===== src/rtl/sincos_taylor_pkg.sv =====
// sincos_taylor_pkg
// Shared types and elaboration-time constants for the sincos_taylor block.
//   state_t     : controller state encoding
//   C_MAX_TERMS : upper bound on the number of odd Taylor terms
//   coef_table  : quantised coefficients c_k = (-1)^k (pi/2)^(2k+1)/(2k+1)!
//                 in Q2.(tapwidth-2), round-to-nearest, packed 32 bits per entry
//                 (entry k at bits [32k +: 32], sign-extended).
package sincos_taylor_pkg;

  localparam int C_MAX_TERMS = 8;

  typedef enum logic [2:0] {
    S_IDLE,
    S_FOLD,
    S_SQUARE,
    S_HORNER,
    S_FINAL,
    S_RESCALE,
    S_OUTPUT
  } state_t;

  function automatic logic [C_MAX_TERMS*32-1:0] coef_table(input int tapwidth,
                                                           input int num_terms);
    logic [C_MAX_TERMS*32-1:0] tbl;
    real half_pi;
    real scale;
    real pw;
    real fact;
    real term;
    real v;
    int  q_val;
    tbl     = '0;
    half_pi = 1.5707963267948966;
    scale   = 1.0;
    for (int i = 0; i < tapwidth - 2; i++) scale = scale * 2.0;
    pw   = half_pi;
    fact = 1.0;
    for (int k = 0; k < C_MAX_TERMS; k++) begin
      if (k < num_terms) begin
        term = pw / fact;
        if ((k % 2) == 1) term = -term;
        v = term * scale;
        // $rtoi truncates toward zero, so round the magnitude
        if (v >= 0.0) q_val = $rtoi(v + 0.5);
        else          q_val = -$rtoi(-v + 0.5);
        tbl[k*32 +: 32] = q_val;
      end
      pw   = pw * half_pi * half_pi;
      fact = fact * real'((2*k + 2) * (2*k + 3));
    end
    return tbl;
  endfunction

endpackage


===== src/rtl/sincos_quadrant_fold.sv =====
// sincos_quadrant_fold
// Registered fold of a full-circle phase into the first quadrant.
//   clk, reset_n : clock, async active-low reset
//   clr          : synchronous clear (block disabled)
//   load         : capture a new fold result
//   phase, mode  : unsigned phase (2^W = 2*pi), 0 = sine / 1 = cosine
//   x            : unsigned Q1.(W-2) first-quadrant argument, 1.0 exact
//   negate       : result must be negated (quadrants 2 and 3)
module sincos_quadrant_fold #(
  parameter int G_DWIDTH = 16
) (
  input  logic                clk,
  input  logic                reset_n,
  input  logic                clr,
  input  logic                load,
  input  logic [G_DWIDTH-1:0] phase,
  input  logic                mode,
  output logic [G_DWIDTH-2:0] x,
  output logic                negate
);

  localparam int D = G_DWIDTH;
  localparam logic [D-2:0] ONE = {1'b1, {(D-2){1'b0}}};

  logic [1:0]   quad;
  logic [D-2:0] frac;
  logic [D-2:0] x_n;

  // cos(t) = sin(t + pi/2): cosine just advances the quadrant by one
  assign quad = phase[D-1:D-2] + {1'b0, mode};
  assign frac = {1'b0, phase[D-3:0]};
  assign x_n  = quad[0] ? (ONE - frac) : frac;

  always_ff @(posedge clk or negedge reset_n) begin
    if (!reset_n) begin
      x      <= '0;
      negate <= 1'b0;
    end else if (clr) begin
      x      <= '0;
      negate <= 1'b0;
    end else if (load) begin
      x      <= x_n;
      negate <= quad[1];
    end
  end

endmodule


===== src/rtl/sincos_taylor.sv =====
// sincos_taylor
// Iterative sine/cosine: quadrant fold, Horner evaluation of the odd Taylor
// series of sin(pi*x/2) on one shared multiplier, rescale, saturate, sign.
//   clk, reset_n            : clock, async active-low reset
//   enable                  : low = synchronous clear to idle
//   din, din_mode           : phase (2^G_DWIDTH = 2*pi), 0 = sine / 1 = cosine
//   din_valid / din_ready   : input handshake
//   dout, dout_mode         : signed Q1.(G_DWIDTH-1) result and its mode
//   dout_valid / dout_ready : output handshake
// Build option: SINCOS_TAYLOR_ROUND_EN selects round-half-up in the final
// rescale instead of truncation (latency unchanged).
//
// state     | meaning
// ----------+--------------------------------------------------------
// S_IDLE    | din_ready high, waiting for an input handshake
// S_FOLD    | fold phase into first-quadrant x and negate flag
// S_SQUARE  | x2 = x*x, acc = highest coefficient, load term counter
// S_HORNER  | acc = acc*x2 + c_k, k counts down to 0 (N-1 cycles)
// S_FINAL   | p = acc*x
// S_RESCALE | shift, saturate, apply sign, raise dout_valid
// S_OUTPUT  | hold result until the output handshake
module sincos_taylor
  import sincos_taylor_pkg::*;
#(
  parameter int G_DWIDTH    = 16,
  parameter int G_TAPWIDTH  = 18,
  parameter int G_NUM_TERMS = 5
) (
  input  logic                clk,
  input  logic                reset_n,
  input  logic                enable,
  input  logic [G_DWIDTH-1:0] din,
  input  logic                din_mode,
  input  logic                din_valid,
  output logic                din_ready,
  output logic [G_DWIDTH-1:0] dout,
  output logic                dout_mode,
  output logic                dout_valid,
  input  logic                dout_ready
);

  localparam int D  = G_DWIDTH;
  localparam int T  = G_TAPWIDTH;
  localparam int P  = G_TAPWIDTH + G_DWIDTH;
  localparam int SH = G_DWIDTH - 2;

  localparam logic [C_MAX_TERMS*32-1:0] C_TABLE = coef_table(T, G_NUM_TERMS);
  localparam logic signed [T-1:0] C_TOP   = C_TABLE[32*(G_NUM_TERMS-1) +: T];
  localparam logic [2:0]          K_START = 3'(G_NUM_TERMS - 2);

  localparam logic signed [P-1:0] ACC_MAX = {{(P-T+1){1'b0}}, {(T-1){1'b1}}};
  localparam logic signed [P-1:0] ACC_MIN = {{(P-T+1){1'b1}}, {(T-1){1'b0}}};
  localparam logic signed [P-1:0] OUT_MAX = {{(P-D+1){1'b0}}, {(D-1){1'b1}}};
`ifdef SINCOS_TAYLOR_ROUND_EN
  localparam logic signed [P-1:0] RND = P'(1) << (T-4);
`else
  localparam logic signed [P-1:0] RND = '0;
`endif

  state_t                state;
  logic [D-1:0]          phase_r;
  logic                  mode_r;
  logic [2:0]            k;
  logic [D-2:0]          x2;
  logic signed [T-1:0]   acc;
  logic signed [P-1:0]   p;

  logic [D-2:0]          x;
  logic                  negate;

  logic [2*D-3:0]        sq;
  logic signed [T-1:0]   coef_k;
  logic signed [P-1:0]   prod_h;
  logic signed [P-1:0]   sum_h;
  logic signed [T-1:0]   acc_next;
  logic signed [P-1:0]   prod_f;
  logic signed [P-1:0]   p_sh;
  logic signed [P-1:0]   p_mag;
  logic signed [P-1:0]   p_res;

  sincos_quadrant_fold #(.G_DWIDTH(D)) u_fold (
    .clk     (clk),
    .reset_n (reset_n),
    .clr     (!enable),
    .load    (state == S_FOLD),
    .phase   (phase_r),
    .mode    (mode_r),
    .x       (x),
    .negate  (negate)
  );

  assign sq     = (2*D-2)'(x) * (2*D-2)'(x);
  assign coef_k = C_TABLE[32*k +: T];
  assign prod_h = P'(acc) * P'($signed({1'b0, x2}));
  assign sum_h  = (prod_h >>> SH) + P'(coef_k);
  assign prod_f = P'(acc) * P'($signed({1'b0, x}));
  assign p_sh   = (p + RND) >>> (T-3);

  always_comb begin
    acc_next = T'(sum_h);
    if (sum_h > ACC_MAX)      acc_next = T'(ACC_MAX);
    else if (sum_h < ACC_MIN) acc_next = T'(ACC_MIN);
  end

  // x = 1.0 gives a polynomial value slightly above 1.0, hence the clamp
  always_comb begin
    p_mag = p_sh;
    if (p_sh > OUT_MAX)       p_mag = OUT_MAX;
    else if (p_sh < -OUT_MAX) p_mag = -OUT_MAX;
    p_res = negate ? -p_mag : p_mag;
  end

  always_ff @(posedge clk or negedge reset_n) begin
    if (!reset_n) begin
      state      <= S_IDLE;
      din_ready  <= 1'b0;
      dout       <= '0;
      dout_mode  <= 1'b0;
      dout_valid <= 1'b0;
      phase_r    <= '0;
      mode_r     <= 1'b0;
      k          <= '0;
      x2         <= '0;
      acc        <= '0;
      p          <= '0;
    end else if (!enable) begin
      state      <= S_IDLE;
      din_ready  <= 1'b0;
      dout       <= '0;
      dout_mode  <= 1'b0;
      dout_valid <= 1'b0;
      phase_r    <= '0;
      mode_r     <= 1'b0;
      k          <= '0;
      x2         <= '0;
      acc        <= '0;
      p          <= '0;
    end else begin
      case (state)
        S_IDLE: begin
          din_ready <= 1'b1;
          if (din_valid && din_ready) begin
            phase_r   <= din;
            mode_r    <= din_mode;
            din_ready <= 1'b0;
            state     <= S_FOLD;
          end
        end
        S_FOLD: state <= S_SQUARE;
        S_SQUARE: begin
          x2    <= (D-1)'(sq >> SH);
          acc   <= C_TOP;
          k     <= K_START;
          state <= S_HORNER;
        end
        S_HORNER: begin
          acc <= acc_next;
          if (k == 3'd0) state <= S_FINAL;
          else           k     <= k - 3'd1;
        end
        S_FINAL: begin
          p     <= prod_f;
          state <= S_RESCALE;
        end
        S_RESCALE: begin
          dout       <= D'(p_res);
          dout_mode  <= mode_r;
          dout_valid <= 1'b1;
          state      <= S_OUTPUT;
        end
        S_OUTPUT: begin
          if (dout_ready) begin
            dout_valid <= 1'b0;
            din_ready  <= 1'b1;
            state      <= S_IDLE;
          end
        end
        default: state <= S_IDLE;
      endcase
    end
  end

endmodule


===== config.mk =====
export PLATFORM = sky130hd
export DESIGN_NAME = sincos_taylor
export DESIGN_NICKNAME = d
export VERILOG_FILES = /design/src/rtl/sincos_taylor_pkg.sv /design/src/rtl/sincos_quadrant_fold.sv /design/src/rtl/sincos_taylor.sv
export SDC_FILE = /design/constraint.sdc
export NUM_CORES = 2
export LEC_CHECK = 0
export ABC_AREA = 0
export CORE_ASPECT_RATIO = 0.6
export CORE_UTILIZATION = 45
export DETAILED_ROUTE_END_ITERATION = 16
export SETUP_SLACK_MARGIN = 0.2
export SLEW_MARGIN = 20
export SYNTH_ARGS = -nofsm -noshare
export SYNTH_HDL_FRONTEND = slang
export SYNTH_SLANG_ARGS = --single-unit

===== constraint.sdc =====
create_clock -name clk -period 15.6 [get_ports clk]
set_clock_uncertainty 0.15 [all_clocks]
set_input_delay 2.34 -clock clk [delete_from_list [all_inputs] [get_ports clk]]
set_output_delay 2.34 -clock clk [all_outputs]
set_load 0.005 [all_outputs]

After elaboration in Yosys (flattened, before gate mapping) --
Index checks and enable logic that the tools add are counted.
Storage, ports and cells: output and inout port bits 19, flip-flop bits (word level) 125, input port bits 22, word-level logic and storage cells 94
Operators by class: mux-type cells 41, equal/unequal tests 19, $lt $le $gt $ge 4, add/subtract/negate cells 5, shifts and indexed selects 1, reductions and logical operators 8, multipliers 3
Operator list (count):
- variable part select 256 x 9 -> 18 bit, first input constant | 1
- two-way mux 16 bit | 8
- two-way mux 15 bit | 5
- multiplier 18 x 16 -> 34 bit | 2
- two-way mux 34 bit | 2
- two-way mux 18 bit | 3
- case mux 18 bit (2 select lines) | 1
- multiplier 15 x 15 -> 29 bit | 1
- adder 20 x 18 -> 21 bit | 1
- greater-than comparator 21 x 18 -> 1 bit, second input constant | 1
- less-than comparator 21 x 18 -> 1 bit, second input constant | 1
- case mux 3 bit (7 select lines) | 1
- greater-than comparator 19 x 16 -> 1 bit, second input constant | 1
- less-than comparator 19 x 16 -> 1 bit, second input constant | 1
- two-way mux 3 bit | 6
- negator 16 bit | 1
- subtractor 15 x 14 -> 15 bit, first input constant | 1
- two-way mux 1 bit | 12
- != test 2 x 1 -> 1 bit, second input constant | 6
- != test 3 bit, second input constant | 4
- equality test 3 bit, second input constant | 3
- != test 3 x 1 -> 1 bit, second input constant | 3
- AND reduction 2 bit | 4
- equality test 3 x 2 -> 1 bit, second input constant | 2
- 8 further kinds | 10

Logic depth before layout (Yosys ltp) --
depth after elaboration 7, gate-level depth with buffers 38, gate-level depth less buffers 35

Cells and area by module --
A second synthesis with hierarchy kept.
Unflattened totals: cells, all modules 3432, area total of the unflattened synthesis 31581.5 um^2
By module, submodules not included:
- sincos_taylor | area each 30653.1 um^2, cells an instance 3338, seq. area each 2352.3 um^2, times used 1
- sincos_quadrant_fold | area each 928.4 um^2, cells an instance 94, seq. area each 400.4 um^2, times used 1

Least setup slack after synthesis --
No wires, ideal clock.
kind register -> register, start point reg x2[2], end point reg acc[12], setup time 0.116 ns, stages on the path, launching flop included 35, clock period less this slack 8.646 ns, path buffers 3, required time 15.334 ns, path slack 6.954 ns, arrival time 8.380 ns, cell sequence dfrtp_1 -> clkbuf_1 -> clkbuf_1 -> nand2_1 -> fa_1 -> fa_1 -> fa_1 -> fa_1 -> inv_1 -> fa_1 -> inv_1 -> fa_1 -> inv_1 -> ha_1 -> a21oi_1 -> o21ai_0 -> a211oi_1 -> a21oi_2 -> a211o_1 -> o21ai_0 -> o21bai_1 -> a21oi_1 -> xnor2_1 -> ha_1 -> a21o_1 -> a21o_1 -> a21o_1 -> a21o_1 -> a21o_1 -> a41oi_1 -> xor2_1 -> a211oi_1 -> nor2_1 -> clkbuf_1 -> o311ai_0
Between the ends: cells in the longest elaborated chain, start to end 7, elaborated cells on any way between the ends 8, classes of those cells add/sub (1); mul (1); order compare (2); mux (4)
Ends and longest elaborated chain:
- start: declaration | line sincos_taylor.sv:64 | logic [D-2:0] x2;
- start signal: assignment | line sincos_taylor.sv:151 | x2 <= (D-1)'(sq >> SH);
- multiplier 18 x 16 -> 34 bit (*) | line sincos_taylor.sv:94 | assign prod_h = P'(acc) * P'($signed({1'b0, x2}));
- adder 20 x 18 -> 21 bit (*) | line sincos_taylor.sv:95 | assign sum_h = (prod_h >>> SH) + P'(coef_k);
- less-than comparator 21 x 18 -> 1 bit | line sincos_taylor.sv:102 | else if (sum_h < ACC_MIN) acc_next = T'(ACC_MIN);
- two-way mux 18 bit | line sincos_taylor.sv:102
- two-way mux 18 bit (*) | line sincos_taylor.sv:101 | if (sum_h > ACC_MAX) acc_next = T'(ACC_MAX);
- case mux 18 bit (2 select lines) (*) | line sincos_taylor.sv:139 | case (state)
- two-way mux 18 bit (*) | line sincos_taylor.sv:126 | end else if (!enable) begin
- end signal: assignment | line sincos_taylor.sv:157 | acc <= acc_next;
- end: declaration | line sincos_taylor.sv:65 | logic signed [T-1:0] acc;
Mark *: on every way between the ends. The rest lies on a longest branch, timed or not. A chain may end at the register's enable or synchronous reset.

Worst setup path after layout --
start point reg acc[6], end point reg acc[11]
Between the ends: cells in the longest elaborated chain, start to end 7, elaborated cells on any way between the ends 8, classes of those cells add/sub (1); mul (1); order compare (2); mux (4)
Ends and longest elaborated chain (line):
- multiplier 18 x 16 -> 34 bit (*) | sincos_taylor.sv:94
- adder 20 x 18 -> 21 bit (*) | sincos_taylor.sv:95
- less-than comparator 21 x 18 -> 1 bit | sincos_taylor.sv:102
- two-way mux 18 bit | sincos_taylor.sv:102
- two-way mux 18 bit (*) | sincos_taylor.sv:101
- case mux 18 bit (2 select lines) (*) | sincos_taylor.sv:139
- two-way mux 18 bit (*) | sincos_taylor.sv:126
Marks and branches as above.

==> results by group <==
CTS
  – Clock Tree Buf Depth: 2
  – Hold-fix buffers, CTS: 0
  – H-Tree Depth: 3
  – CTS clock-pin slew for the worst setup and hold paths: approximately 0.080 ns
  – Number of post-CTS setup repair buffers: 0
  – CTS root buf: clkbuf_16
  – Post-CTS sizing: 0
  – TritonCTS Sinks: 110
  – Clk_lat worst skew: approximately 0.38 ns
  – CTS Buf Count: 9
  – CTS tree: yes

Drt
  – Residual DRC: 0
  – DR WL/cell: 18.9 um
  – Final ANT Viol Nets: 0
  – Vias per cell: about 5.1
  – Via Count: around 22000
  – 1st-iter DRT viols: approximately 1800
  – Met3 wire len: 7.31 mm
  – Drt pass-1 iters: 8
  – Routed met2 length: between 30 and 40 mm
  – M1 WL: between 40 and 50 mm
  – Total Routed Length: about 80 mm
  – Max layer used: met5

Power
  – Internal power: about 0.45 mW
  – Power Density: roughly 21 nW/um^2
  – Clock share of power: 0.343
  – Register share of total power: 0.442
  – Net Sw Frac: 0.355
  – Comb power frac: 0.215
  – NetSw: about 0.25 mW
  – Maximum vdd drop: between 50 and 60 uV
  – Static leakage power: ~17 nW

Global route
  – Grt ovf: 0
  – Initial antenna violation count: 1
  – Global-route wire length before repair: ~130 mm
  – Vias in the first global route: 22900
  – Pin count of the biggest net entering global routing: 58
  – Total GRT Usage: 0.245

Synth
  – Top FF cell, synth: dfrtp_1
  – Syn_nets: between 4000 and 5000
  – Synthesized area: 31300 um^2
  – Synth warn: 0
  – Asr flop ratio synth: 1.00
  – Synthesis-stage register bit count: 110
  – Library cells used by synthesis: 65
  – Synth area leader: fa_1
  – Gate Count Post-Synth: ~3400
  – Number of synthesized flops with an enable pin: 0
  – Syn Area/Cell: 9.20 um^2
  – Seq/Total Area, Yosys: 0.0880
  – Top cells by area, synth: fa_1, ha_1, inv_1
  – Yosys top cell area share: 0.435

Worst setup path
  – Critical Path AT: 9.84 ns
  – Crit path top cell by count: fa_1
  – Crit. End Element: flip-flop
  – Setup crit start kind: flip-flop
  – CP max FO: 18
  – Worst endpoint required time: about 16 ns
  – Crit path kind: flip-flop to flip-flop
  – CP max-delay cell: dfrtp_1
  – Max incr delay on CP: between 0.7 and 0.8 ns
  – Setup crit start: acc[6]$_DFFE_PN0P_
  – Worst r2r src: acc[6]$_DFFE_PN0P_

Worst hold path
  – Hold Startpoint: dout[13]$_DFFE_PN0P_
  – Hold Path Class: flip-flop to flip-flop

Run status
  – Status: finished clean

Floorplanning
  – Initial Util: 0.457
  – Die height: a little over 200 um
  – Core area: 68400 um^2
  – Die X: approximately 340 um
  – Rows: 74
  – Die area: 70600 um^2
  – Number of primary I/O pins: ~40

Timing
  – Pins Over Slew Limit: 0
  – Final setup viols: 0
  – Slew HR: 0.307
  – Period minus WS final: between 9 and 10 ns
  – FMAX: between 0.1 and 0.15 GHz
  – RSZ-0062 raised after global routing: false
  – Worst Tran Pin Value: 1.04 ns
  – Final period utilization: 0.625
  – Sum Neg Setup Slack: 0 ns
  – Endpoints failing hold: 0
  – Hold_ws: approximately 0.33 ns

Placed design
  – Placed cell area: 32500 um^2
  – HPWL Detailed: 63.1 mm
  – Placed instance count: 4232
  – IO Port Bufs: 40
  – Routability cong.: between 0.9 and 1

Job
  – # Max-Cap Violations: 0

Final layout
  – Layout Utilization: 0.480
  – Nets: between 4000 and 5000
  – Post-Layout Inst Area: roughly 33000 um^2
  – Non-Filler Instances: approximately 4200
  – Layout area overhead: 4.90%
  – Share of cells above drive strength 1: 0.0234
[cell type report]
type                            instances  area, um^2
Sequential cell                       110        2750
Multi-Input combinational cell       2341       25000
Inverter                              787        2950
Antenna cell                            1        2.50
Timing Repair Buffer                   82         713
Clock buffer                           12         246
Tap cell                              912        1140
Fill cell                            6519       35600
Clock inverter                          4        36.3
[power by group through the flow]
stage / clock (mW) / combinational (mW) / sequential, mW
2_1_floorplan: 0 / 0.0929 / 0.306
3_3_place_gp: 0 / 0.150 / 0.317
3_5_place_dp: 0 / 0.150 / 0.317
4_1_cts: 0.247 / 0.151 / 0.311
5_1_grt: 0.255 / 0.165 / 0.313
6_report: 0.242 / 0.151 / 0.312
[per-stage QoR]
stage	setup WS [ns]	power, mW
after global placement	6.20	0.466
final	5.85	0.705
after detailed placement	5.99	0.467
after floorplan	6.95	0.399
after global routing	5.16	0.734
after CTS	5.94	0.709
[cell families after synthesis]
family                     share of synthesized area
adders and majority gates                      0.548
buffers and inverters                          0.115
DFF                                           0.0880
muxes                                        0.00132
AOI/OAI and AO/OA                             0.0708
xor gates and xnor gates                      0.0328
and+or+nand+nor                                0.145
[Yosys cell counts (all sizes together) (2+ instances only)]
cell     number
dfrtp       110
a21boi       19
a32o          4
ha          282
a31oi        10
a21o         34
buf           7
inv         787
nor4          2
nor2         58
a2bb2oi       2
and4          5
a21oi        74
fa          680
o21bai        4
and3          6
o22ai         3
nand2       441
nor2b        17
clkbuf      157
o21a         11
and2        308
or2           4
o31ai         6
nor3         22
o211ai        4
a31o          3
or3          11
mux2i         3
nand3        14
o21ai        90
o41ai         2
xnor2        73
a41o          4
xor2         44
or4           3
nand4         9
a22o         33
o311ai       15
nor3b         5
a211o         2
a211oi        9
nand2b       15
[registers in the layout (all words and copies together) (netlist names)]
name           count
dout_valid         1
dout_mode          1
k                  3
phase_r           16
dout              16
state              3
u_fold.x          15
p                 19
x2                15
din_ready          1
u_fold.negate      1
acc               18
mode_r             1
[final timing paths]
| check | end | slack (ns) | cells past startpoint |
|---|---|---|---|
| worst max-delay path | acc[11]$_DFFE_PN0P_ | 5.85 | 34 |
| worst min-delay path | dout[13]$_DFFE_PN0P_ | 0.33 | 1 |
| min in group asynchronous | dout[15]$_DFFE_PN0P_ | 1.86 | 1 |
| worst min register to register | dout[13]$_DFFE_PN0P_ | 0.33 | 1 |
| worst max register to register | acc[11]$_DFFE_PN0P_ | 5.85 | 34 |
| max in group asynchronous | x2[5]$_DFFE_PN0P_ | 12.16 | 2 |
[worst max-delay path: cells and delay by family, from the launching register on]
kind / cells / cell delay (ns)
adder cells (fa/ha/maj): 8 / 3.38
AND/OR/NAND/NOR: 2 / 0.49
AO/OA/AOI/OAI: 16 / 3.73
XOR/XNOR: 2 / 0.25
flip-flops: 1 / 0.74
buffers and inverters: 6 / 0.85
[layout by cell type (no fill, tap or decap), drive strengths merged, types with 58 or more instances in the layout]
master	netlist	routed
ha	282	282
o21ai	90	90
and2	308	308
xnor2	73	73
a21oi	74	74
nor2	58	58
fa	680	680
inv	787	790
dfrtp	110	110
nand2	441	441
[per-layer routing]
layer / GRT usage / vias up
li1: - / 10000
met3: 0.0607 / 22
met2: 0.332 / 719
met5: 0.00833 / -
met1: 0.396 / 10900
met4: 0.0231 / 2
Power figures use the tool's default switching activity.
